## src/rtl/seg_pkg.sv

```systemverilog
// Shared types and constants for the eight-digit seven-segment scanner.
package seg_pkg;

  localparam int unsigned DIGITS = 8;
  localparam int unsigned IdxW   = $clog2(DIGITS);

  typedef enum logic [1:0] {
    StIdle,
    StOn,
    StGap
  } state_e;

  // Segment patterns {g,f,e,d,c,b,a} for hex 0..F; element i is the code for nibble i.
  localparam logic [15:0][6:0] HEX_SEG = {
    7'h71, 7'h79, 7'h5E, 7'h39, 7'h7C, 7'h77, 7'h6F, 7'h7F,
    7'h07, 7'h7D, 7'h6D, 7'h66, 7'h4F, 7'h5B, 7'h06, 7'h3F
  };

  // True when digit idx (idx >= 1) and every digit above it hold a zero nibble.
  function automatic logic lead_zero(logic [DIGITS*4-1:0] data, logic [IdxW-1:0] idx);
    logic all_zero;
    all_zero  = 1'b1;
    lead_zero = 1'b0;
    if (idx != '0) begin
      for (int j = 0; j < int'(DIGITS); j++) begin
        if (j >= int'(idx) && data[4*j +: 4] != 4'h0) all_zero = 1'b0;
      end
      lead_zero = all_zero;
    end
  endfunction

endpackage

```

## src/rtl/seg_scan_ctrl_if.sv

```systemverilog
// Host-side and display-side signals of the segment scanner.
interface seg_scan_ctrl_if;
  import seg_pkg::*;

  logic                  en_i;
  logic                  load_i;
  logic [DIGITS*4-1:0]   data_i;
  logic [DIGITS-1:0]     dp_i;
  logic [DIGITS-1:0]     blank_i;
  logic [DIGITS-1:0]     ds;
  logic [7:0]            seg;
  logic                  frame_o;

  modport master (
    output en_i, load_i, data_i, dp_i, blank_i,
    input  ds, seg, frame_o
  );

  modport slave (
    input  en_i, load_i, data_i, dp_i, blank_i,
    output ds, seg, frame_o
  );
endinterface

```

## src/rtl/seg_hex_dec.sv

```systemverilog
// Combinational hex nibble to seven-segment {g,f,e,d,c,b,a} decoder.
module seg_hex_dec
  import seg_pkg::*;
(
  input  logic [3:0] nib,
  output logic [6:0] seg
);

  assign seg = HEX_SEG[nib];

endmodule

```

## src/rtl/seg_scan_ctrl.sv

```systemverilog
// Multiplexed eight-digit seven-segment scan controller with dead-time between digits.
// Optional SEG_LEADZERO_EN: darkens leading zero digits (7..1), keeping their decimal point.
module seg_scan_ctrl
  import seg_pkg::*;
#(
  parameter int unsigned CLK_DIV    = 50000,
  parameter int unsigned GAP_CYCLES = 4
) (
  input logic             clk,
  input logic             rst_n,
  seg_scan_ctrl_if.slave  bus
);

  localparam int unsigned    CntW    = 20;
  localparam logic [CntW-1:0] OnLast  = CntW'(CLK_DIV - 1);
  localparam logic [CntW-1:0] GapLast = CntW'((GAP_CYCLES == 0) ? 0 : GAP_CYCLES - 1);

  state_e               state_q, state_d;
  logic [CntW-1:0]      cnt_q, cnt_d;
  logic [IdxW-1:0]      idx_q, idx_d;
  logic                 load_cur;
  logic                 wrap;

  logic [DIGITS*4-1:0]  data_sh_q;
  logic [DIGITS-1:0]    dp_sh_q;
  logic [DIGITS-1:0]    blank_sh_q;

  logic [3:0]           nib_q;
  logic                 dp_q;
  logic                 blank_q;
  logic                 lz_q;
  logic                 lz_d;

  logic [DIGITS-1:0]    ds_q;
  logic [7:0]           seg_q;
  logic                 frame_q;
  logic [6:0]           hex_seg;

  always_ff @(posedge clk or negedge rst_n) begin
    if (!rst_n) begin
      data_sh_q  <= '0;
      dp_sh_q    <= '0;
      blank_sh_q <= '0;
    end else if (bus.load_i) begin
      data_sh_q  <= bus.data_i;
      dp_sh_q    <= bus.dp_i;
      blank_sh_q <= bus.blank_i;
    end
  end

  always_comb begin
    state_d  = state_q;
    cnt_d    = cnt_q;
    idx_d    = idx_q;
    load_cur = 1'b0;
    wrap     = 1'b0;
    if (!bus.en_i) begin
      state_d = StIdle;
      cnt_d   = '0;
      idx_d   = '0;
    end else begin
      unique case (state_q)
        StIdle: begin
          state_d  = StOn;
          cnt_d    = '0;
          load_cur = 1'b1;
        end
        StOn: begin
          if (cnt_q == OnLast) begin
            cnt_d = '0;
            idx_d = idx_q + 1'b1;
            wrap  = (idx_q == IdxW'(DIGITS - 1));
            if (GAP_CYCLES == 0) begin
              state_d  = StOn;
              load_cur = 1'b1;
            end else begin
              state_d = StGap;
            end
          end else begin
            cnt_d = cnt_q + 1'b1;
          end
        end
        StGap: begin
          if (cnt_q == GapLast) begin
            state_d  = StOn;
            cnt_d    = '0;
            load_cur = 1'b1;
          end else begin
            cnt_d = cnt_q + 1'b1;
          end
        end
        default: begin
          state_d = StIdle;
          cnt_d   = '0;
          idx_d   = '0;
        end
      endcase
    end
  end

  always_ff @(posedge clk or negedge rst_n) begin
    if (!rst_n) begin
      state_q <= StIdle;
      cnt_q   <= '0;
      idx_q   <= '0;
    end else begin
      state_q <= state_d;
      cnt_q   <= cnt_d;
      idx_q   <= idx_d;
    end
  end

`ifdef SEG_LEADZERO_EN
  assign lz_d = lead_zero(data_sh_q, idx_d);
`else
  assign lz_d = 1'b0;
`endif

  // Digit content is frozen at ON entry so mid-phase loads only affect later digits.
  always_ff @(posedge clk or negedge rst_n) begin
    if (!rst_n) begin
      nib_q   <= '0;
      dp_q    <= 1'b0;
      blank_q <= 1'b0;
      lz_q    <= 1'b0;
    end else if (load_cur) begin
      nib_q   <= data_sh_q[{idx_d, 2'b00} +: 4];
      dp_q    <= dp_sh_q[idx_d];
      blank_q <= blank_sh_q[idx_d];
      lz_q    <= lz_d;
    end
  end

  seg_hex_dec u_hex_dec (
    .nib (nib_q),
    .seg (hex_seg)
  );

  // Outputs trail the state by one cycle, so each digit is driven for exactly CLK_DIV cycles.
  always_ff @(posedge clk or negedge rst_n) begin
    if (!rst_n) begin
      ds_q    <= '1;
      seg_q   <= '0;
      frame_q <= 1'b0;
    end else begin
      frame_q <= wrap;
      if (state_q == StOn) begin
        ds_q <= ~(DIGITS'(1) << idx_q);
        if (blank_q)   seg_q <= '0;
        else if (lz_q) seg_q <= {7'b0, dp_q};
        else           seg_q <= {hex_seg, dp_q};
      end else begin
        ds_q  <= '1;
        seg_q <= '0;
      end
    end
  end

  assign bus.ds      = ds_q;
  assign bus.seg     = seg_q;
  assign bus.frame_o = frame_q;

endmodule

```

## src/flat_wrapper.sv

```systemverilog
// flat-port wrapper written by rule: the top's interface ports become plain ports
module seg_scan_ctrl_flat import seg_pkg::*;
#(
  parameter int unsigned CLK_DIV    = 50000,
  parameter int unsigned GAP_CYCLES = 4
)
  (clk, rst_n, bus_en_i, bus_load_i, bus_data_i, bus_dp_i, bus_blank_i, bus_ds, bus_seg, bus_frame_o);
  seg_scan_ctrl_if bus_i ();
  input logic clk;
  input logic rst_n;
  input wire logic [$bits(bus_i.en_i)-1:0] bus_en_i;
  input wire logic [$bits(bus_i.load_i)-1:0] bus_load_i;
  input wire logic [$bits(bus_i.data_i)-1:0] bus_data_i;
  input wire logic [$bits(bus_i.dp_i)-1:0] bus_dp_i;
  input wire logic [$bits(bus_i.blank_i)-1:0] bus_blank_i;
  output wire logic [$bits(bus_i.ds)-1:0] bus_ds;
  output wire logic [$bits(bus_i.seg)-1:0] bus_seg;
  output wire logic [$bits(bus_i.frame_o)-1:0] bus_frame_o;
  assign bus_i.en_i = bus_en_i;
  assign bus_i.load_i = bus_load_i;
  assign bus_i.data_i = bus_data_i;
  assign bus_i.dp_i = bus_dp_i;
  assign bus_i.blank_i = bus_blank_i;
  assign bus_ds = bus_i.ds;
  assign bus_seg = bus_i.seg;
  assign bus_frame_o = bus_i.frame_o;
  seg_scan_ctrl #(.CLK_DIV(CLK_DIV), .GAP_CYCLES(GAP_CYCLES)) u_core (.clk(clk), .rst_n(rst_n), .bus(bus_i));
endmodule
```

## config.mk

```make
export PLATFORM = sky130hd
export DESIGN_NAME = seg_scan_ctrl_flat
export DESIGN_NICKNAME = d
export VERILOG_FILES = /design/src/rtl/seg_pkg.sv /design/src/rtl/seg_scan_ctrl_if.sv /design/src/rtl/seg_hex_dec.sv /design/src/rtl/seg_scan_ctrl.sv /design/src/flat_wrapper.sv
export SDC_FILE = /design/constraint.sdc
export NUM_CORES = 1
export LEC_CHECK = 0
export CORE_ASPECT_RATIO = 1.2
export CORE_MARGIN = 2
export CORE_UTILIZATION = 59
export DETAILED_ROUTE_END_ITERATION = 6
export HOLD_SLACK_MARGIN = 0.03
export PLACE_DENSITY = 0.86
export SLEW_MARGIN = 20
export SYNTH_ARGS = -nofsm -noshare
export SYNTH_HDL_FRONTEND = slang
export SYNTH_SLANG_ARGS = --single-unit
```

## constraint.sdc

```tcl
create_clock -name clk -period 5.3 [get_ports clk]
set_input_delay 1.06 -clock clk [delete_from_list [all_inputs] [get_ports clk]]
set_output_delay 1.06 -clock clk [all_outputs]
set_load 0.02 [all_outputs]
```

==> impl_metrics.env, run 1 <==
export IMPL_status="complete, no violations"
export IMPL_path_cells="clkdlybuf4s50_1, nor2b_1, o2111ai_4, and3_1, inv_12, mux2_1, o211ai_1, a31oi_1"
export IMPL_ys_ff_latch=96
export IMPL_yosysUniqueCellTypes=54
export IMPL_fill_cells=541
export IMPL_crit_type="input port to register"
export IMPL_clock_power_share=0.285
export IMPL_worstPathArrival_ps=3550
export IMPL_cp_end_kind="register"
export IMPL_path_clk_slew_ps=90
export IMPL_intPower_mw=1.31
export IMPL_cts_sinks=96
export IMPL_numPortBuffers=68
export IMPL_diodes=0
export IMPL_grt_max_degree=55
export IMPL_htreeDepth=3
export IMPL_synth_area_leaders="dfrtp_1, mux2_2, ha_1"
export IMPL_p_comb_frac=0.237
export IMPL_power_frac_seq=0.478
export IMPL_syn_nets=481
export IMPL_gp_congestion=0.860
export IMPL_drtIter0Drc=205
export IMPL_yosysMostFrequentCell="dfrtp_1"
export IMPL_ir_worst_vdd_uv=251
export IMPL_timing_slew_headroom=0.298
export IMPL_p_total_mw=1.89
export IMPL_holdBufCountCts=0
export IMPL_start_kind="input port"
export IMPL_max_freq_ghz=0.301
export IMPL_synth_flop_cell="dfrtp_1"
export IMPL_syn_inst=412
export IMPL_multi_input_area_um2=2070
export IMPL_critical_path_slowest_cell="clkdlybuf4s50_1"
export IMPL_viasPerCell=5.89
export IMPL_clockBufferDepth=2
export IMPL_numCtsBuffers=9
export IMPL_io_pin_count=69
export IMPL_cp_max_fo=19
export IMPL_routed_wl_mm=9.66
export IMPL_register_area_um2=2410
export IMPL_p_sw_mw=0.588
export IMPL_fin_skew_ps=12.2
export IMPL_wl_per_cell_um=17.0
export IMPL_dp_hpwl_mm=6.93
export IMPL_finalCritPeriodShare=0.626
export IMPL_placedCellCount=554
export IMPL_drc_errors=0
export IMPL_dieHeight_um=102
export IMPL_die_x_um=85.3
export IMPL_start_util=0.607
export IMPL_grt_setup_unrepaired="no"
export IMPL_period_needed_ps=3320
export IMPL_cpPeakStageDelay_ps=610
export IMPL_syn_area_per_cell_um2=11.4
export IMPL_finalMaxSlewViolations=0
export IMPL_power_leakage_nw=2.42
export IMPL_hold_viol_final=0
export IMPL_rows=35
export IMPL_synth_area_um2=4680
export IMPL_cp_required_ps=5530
export IMPL_first_pass_iters=5
export IMPL_cts_setup_buffers=0
export IMPL_synth_seq_area_share=0.515
export IMPL_gr_total_overflow=0
export IMPL_hold_path_class="register to register"
export IMPL_antenna_found_initial=0
export IMPL_synth_edff_count=0
export IMPL_area_growth_pct=19.5
export IMPL_antenna_left=0
export IMPL_grt_first_pass_wirelength_mm=15.9
export IMPL_post_cts_resize_count=0
export IMPL_power_per_cell_area_nw_per_um2=338
export IMPL_postSynth_asyncResetShare=1.00
export IMPL_worst_pin_slew_ps=1050
export IMPL_instances_no_fill=570
export IMPL_synth_top_area_frac=0.470
export IMPL_setup_violations=0
export IMPL_via_count=3358
export IMPL_core_area_um2=7710
export IMPL_finish_utilization=0.726
export IMPL_cts_tree="built"
export IMPL_grt_pass1_vias=3399
export IMPL_fin_nets=542
export IMPL_gr_usage_all_layers=0.234
export IMPL_cts_root_buf="clkbuf_8"
export IMPL_switching_share=0.311
export IMPL_yosys_area_top_type="dfrtp_1"
export IMPL_drive_gt1_frac=0.178
export IMPL_cap_viol_max_count=0
export IMPL_netlist_top_cells_count="dfrtp_1, mux2_2, nor2_1, nand2_1"
export IMPL_die_area_um2=8670
export IMPL_ys_warn_count=0
export IMPL_setup_tns_ps=0
export IMPL_clock_latency_ps=370
==> kinds of logic after synthesis <==
family,synth area share
fa+ha+maj,0.0454
mux,0.128
compound gates,0.0869
xor+xnor,0.0337
simple gates,0.149
flops,0.515
buf+inv,0.0417
==> power by group through the flow <==
stage	registers, mW	clock network [mW]	logic (mW)
3_3_place_gp	0.911	0	0.424
4_1_cts	0.903	0.548	0.452
2_1_floorplan	0.905	0	0.288
3_5_place_dp	0.917	0	0.446
6_report	0.905	0.540	0.449
5_1_grt	0.916	0.573	0.497
==> layer usage <==
metal,wire length [um],up-vias,global-route usage,part of all wire
met5,0,-,0,0
met4,375,0,0.126,0.039
met3,459,28,0.0399,0.047
met2,4860,110,0.399,0.50
met1,3970,1656,0.286,0.41
li1,-,1564,-,-
==> sequential cells by signal, indices dropped and copies added (netlist names) <==
name / count
u_core.bus.seg: 8
u_core.idx_q: 3
u_core.dp_q: 1
u_core.blank_sh_q: 8
u_core.nib_q: 4
u_core.blank_q: 1
u_core.dp_sh_q: 8
u_core.state_q: 2
u_core.bus.ds: 8
u_core.bus.frame_o: 1
u_core.cnt_q: 20
u_core.data_sh_q: 32
==> stage by stage <==
step	cell area, um^2	hold WS, ps	setup WS (ps)
floorplan	4680	424	2690
global placement	5370	439	1740
detailed placement	5370	476	1630
CTS	5600	489	2020
global route	5600	517	1850
finish	5600	493	1980
==> critical path, delay by kind of cell <==
family	cells	cell delay, ps
buffers and inverters	2	850
AND/OR/NAND/NOR	2	820
AO/OA/AOI/OAI	3	470
multiplexers	1	350
==> cell usage in the layout, fill, tap and decap left out, drive strengths merged, types with 2 or more instances in the layout <==
cell	netlist	routed
and4	2	2
nor4	3	3
nand4	8	8
clkbuf	14	9
mux2i	3	3
nor2	42	42
clkinvlp	0	3
a221oi	2	2
clkdlybuf4s50	0	66
inv	20	22
nor3b	2	2
ha	17	17
nor2b	5	5
a221o	6	6
mux2	48	48
nand3	18	18
dfstp	8	8
nand2	33	33
bufinv	0	2
a31oi	7	7
o21ai	8	8
buf	5	3
nor3	2	2
nand2b	3	3
a21oi	14	14
dfrtp	88	88
xnor2	10	10
a211oi	2	2
xor2	8	8
and3	12	12
o211ai	12	12
==> worst paths after layout <==
check	from	end	slack, ps	cells after the start
min	u_core.cnt_q[0]	u_core.cnt_q[0]	490	1
min reg2reg	u_core.cnt_q[0]	u_core.cnt_q[0]	490	1
min in group asynchronous	rst_n	u_core.cnt_q[11]	690	1
max	bus_en_i	u_core.dp_q	1980	8
max in group asynchronous	rst_n	u_core.bus.ds[3]	3590	2
max reg2reg	u_core.cnt_q[0]	u_core.dp_q	2230	9
==> layout make-up <==
type | instances | area share
Clock inverter | 7 | 0.0183
Inverter | 20 | 0.0156
Multi-Input combinational cell | 277 | 0.371
Timing Repair Buffer | 69 | 0.122
Sequential cell | 96 | 0.431
Clock buffer | 9 | 0.0221
Tap cell | 92 | 0.0206
No activity file was read; power rests on OpenSTA's default activity.
==> inputs of run 2 (changes only) <==
Settings changed: CORE_UTILIZATION 59 to 54, PLACE_DENSITY 0.86 to 0.79.
Clock period 5.3 ns to 3.4 ns, I/O delays scaled along.
==> run 2 against run 1 <==
Net effect: design area increased by 0.65%; via count down 1.8%; global-route usage shrank 1.5 points; count of clock-buffer cells in the layout increased by 2; first-iteration DRC count shrank 19%; largest cell class unchanged.
==> impl_metrics.env, run 2 (same netlist as run 1, synthesis figures left out) <==
export IMPL_status="complete, no violations"
export IMPL_critPathBufInv=1
export IMPL_hold_path_class="input port to async pin"
export IMPL_io_pin_count=69
export IMPL_numCtsBuffers=9
export IMPL_fill_cells=697
export IMPL_die_x_um=89
export IMPL_drive_gt1_frac=0.177
export IMPL_path_delay_family="simple AND/OR/NAND/NOR gates"
export IMPL_diodes=0
export IMPL_cp_max_fo=18
export IMPL_finalCritPeriodShare=0.819
export IMPL_power_leakage_nw=2.43
export IMPL_path_cells="ha_1, and3_1, nand3_1, o2111ai_4, and3_1, buf_4, nand2_1, a221o_1, a31oi_1"
export IMPL_cts_sinks=96
export IMPL_drtIter0Drc=166
export IMPL_via_count=3299
export IMPL_dieHeight_um=106
export IMPL_grt_max_degree=92
export IMPL_power_per_cell_area_nw_per_um2=517
export IMPL_cts_root_buf="clkbuf_8"
export IMPL_placedCellCount=581
export IMPL_routed_wl_mm=9.47
export IMPL_p_total_mw=2.91
export IMPL_holdBufCountCts=0
export IMPL_ir_worst_vdd_uv=255
export IMPL_gr_usage_all_layers=0.219
export IMPL_gr_total_overflow=0
export IMPL_rows=37
export IMPL_wl_per_cell_um=15.9
export IMPL_post_cts_resize_count=0
export IMPL_max_freq_ghz=0.359
export IMPL_final_cell_mix="dfrtp_1, clkdlybuf4s50_1, mux2_2"
export IMPL_cts_tree="built"
export IMPL_drc_errors=0
export IMPL_crit_type="register to register"
export IMPL_cts_setup_buffers=0
export IMPL_gp_congestion=0.817
export IMPL_largest_register_ffs=32
export IMPL_critical_path_slowest_cell="and3_1"
export IMPL_fin_nets=544
export IMPL_worst_pin_slew_ps=1040
export IMPL_timing_slew_headroom=0.304
export IMPL_die_area_um2=9430
export IMPL_numPortBuffers=68
export IMPL_cp_required_ps=3680
export IMPL_cp_common_cell="and3_1"
export IMPL_hold_viol_final=0
export IMPL_design_area_um2=5630
export IMPL_final_common_cell="dfrtp_1"
export IMPL_period_needed_ps=2780
export IMPL_dpl_instance_area_um2=5420
export IMPL_fin_skew_ps=7.47
export IMPL_viasPerCell=5.53
export IMPL_clock_latency_ps=370
export IMPL_worstPathArrival_ps=3070
export IMPL_top_register="u_core.data_sh_q"
export IMPL_fin_ws_ps=617
export IMPL_reg2reg_slack_ps=620
export IMPL_whs_ps=376
export IMPL_place_ws_ps=355
export IMPL_reg_top3="u_core.data_sh_q: 32 flops, u_core.cnt_q: 20 flops"
export IMPL_start_util=0.550
export IMPL_htreeDepth=3
export IMPL_area_growth_pct=20.3
export IMPL_grt_setup_unrepaired="no"
export IMPL_grt_first_pass_wirelength_mm=15.9
export IMPL_clockBufferDepth=2
export IMPL_setup_violations=0
export IMPL_cp_end_kind="register"
export IMPL_start_kind="register"
export IMPL_finalMaxSlewViolations=0
export IMPL_first_pass_iters=4
export IMPL_core_area_um2=8520
export IMPL_antenna_left=0
export IMPL_cap_viol_max_count=0
export IMPL_path_clk_slew_ps=90
export IMPL_finish_utilization=0.661
export IMPL_setup_tns_ps=0
export IMPL_grt_pass1_vias=3382
export IMPL_instances_no_fill=597
export IMPL_dp_hpwl_mm=6.80
export IMPL_antenna_found_initial=0
export IMPL_cpPeakStageDelay_ps=410
==> run 2: metal layers <==
metal,GRT usage,vias up,share of wire
li1,-,1570,-
met3,0.0396,16,0.039
met5,0,-,0
met1,0.281,1629,0.42
met2,0.365,84,0.51
met4,0.0864,0,0.025
==> run 2: path summary, 6_finish.rpt <==
check,start,end,depth (start not counted)
worst min-delay path,rst_n,u_core.blank_sh_q[1],1
worst max register to register,u_core.cnt_q[0],u_core.nib_q[0],9
worst max-delay path,u_core.cnt_q[0],u_core.nib_q[0],9
min in group clk,u_core.cnt_q[0],u_core.cnt_q[0],1
worst min register to register,u_core.cnt_q[0],u_core.cnt_q[0],1
max in group asynchronous,rst_n,u_core.bus.ds[0],2
==> run 2: layout make-up <==
cell class                 instances  area [um^2]  share of cell area
clock buffer                      11          131              0.0233
multi-input combinational        277         2070               0.368
sequential                        96         2410               0.428
tap                              117          146              0.0260
clock inverter                     5         81.3              0.0144
inverter                          20         87.6              0.0155
timing repair buffer              71          699               0.124
==> run 2: worst register-to-register path, cell delays in order (launching register included) <==
cell and delay [ps]:
dfrtp_1 380, ha_1 210, and3_1 270, nand3_1 210, o2111ai_4 320, and3_1 410
buf_4 290, nand2_1 80, a221o_1 330, a31oi_1 210
==> run 2: power by group <==
part / internal, mW / total [mW] / switching [mW]
clock network: 0.415 / 0.808 / 0.393
logic: 0.333 / 0.694 / 0.361
registers: 1.28 / 1.41 / 0.129
total: 2.03 / 2.91 / 0.883
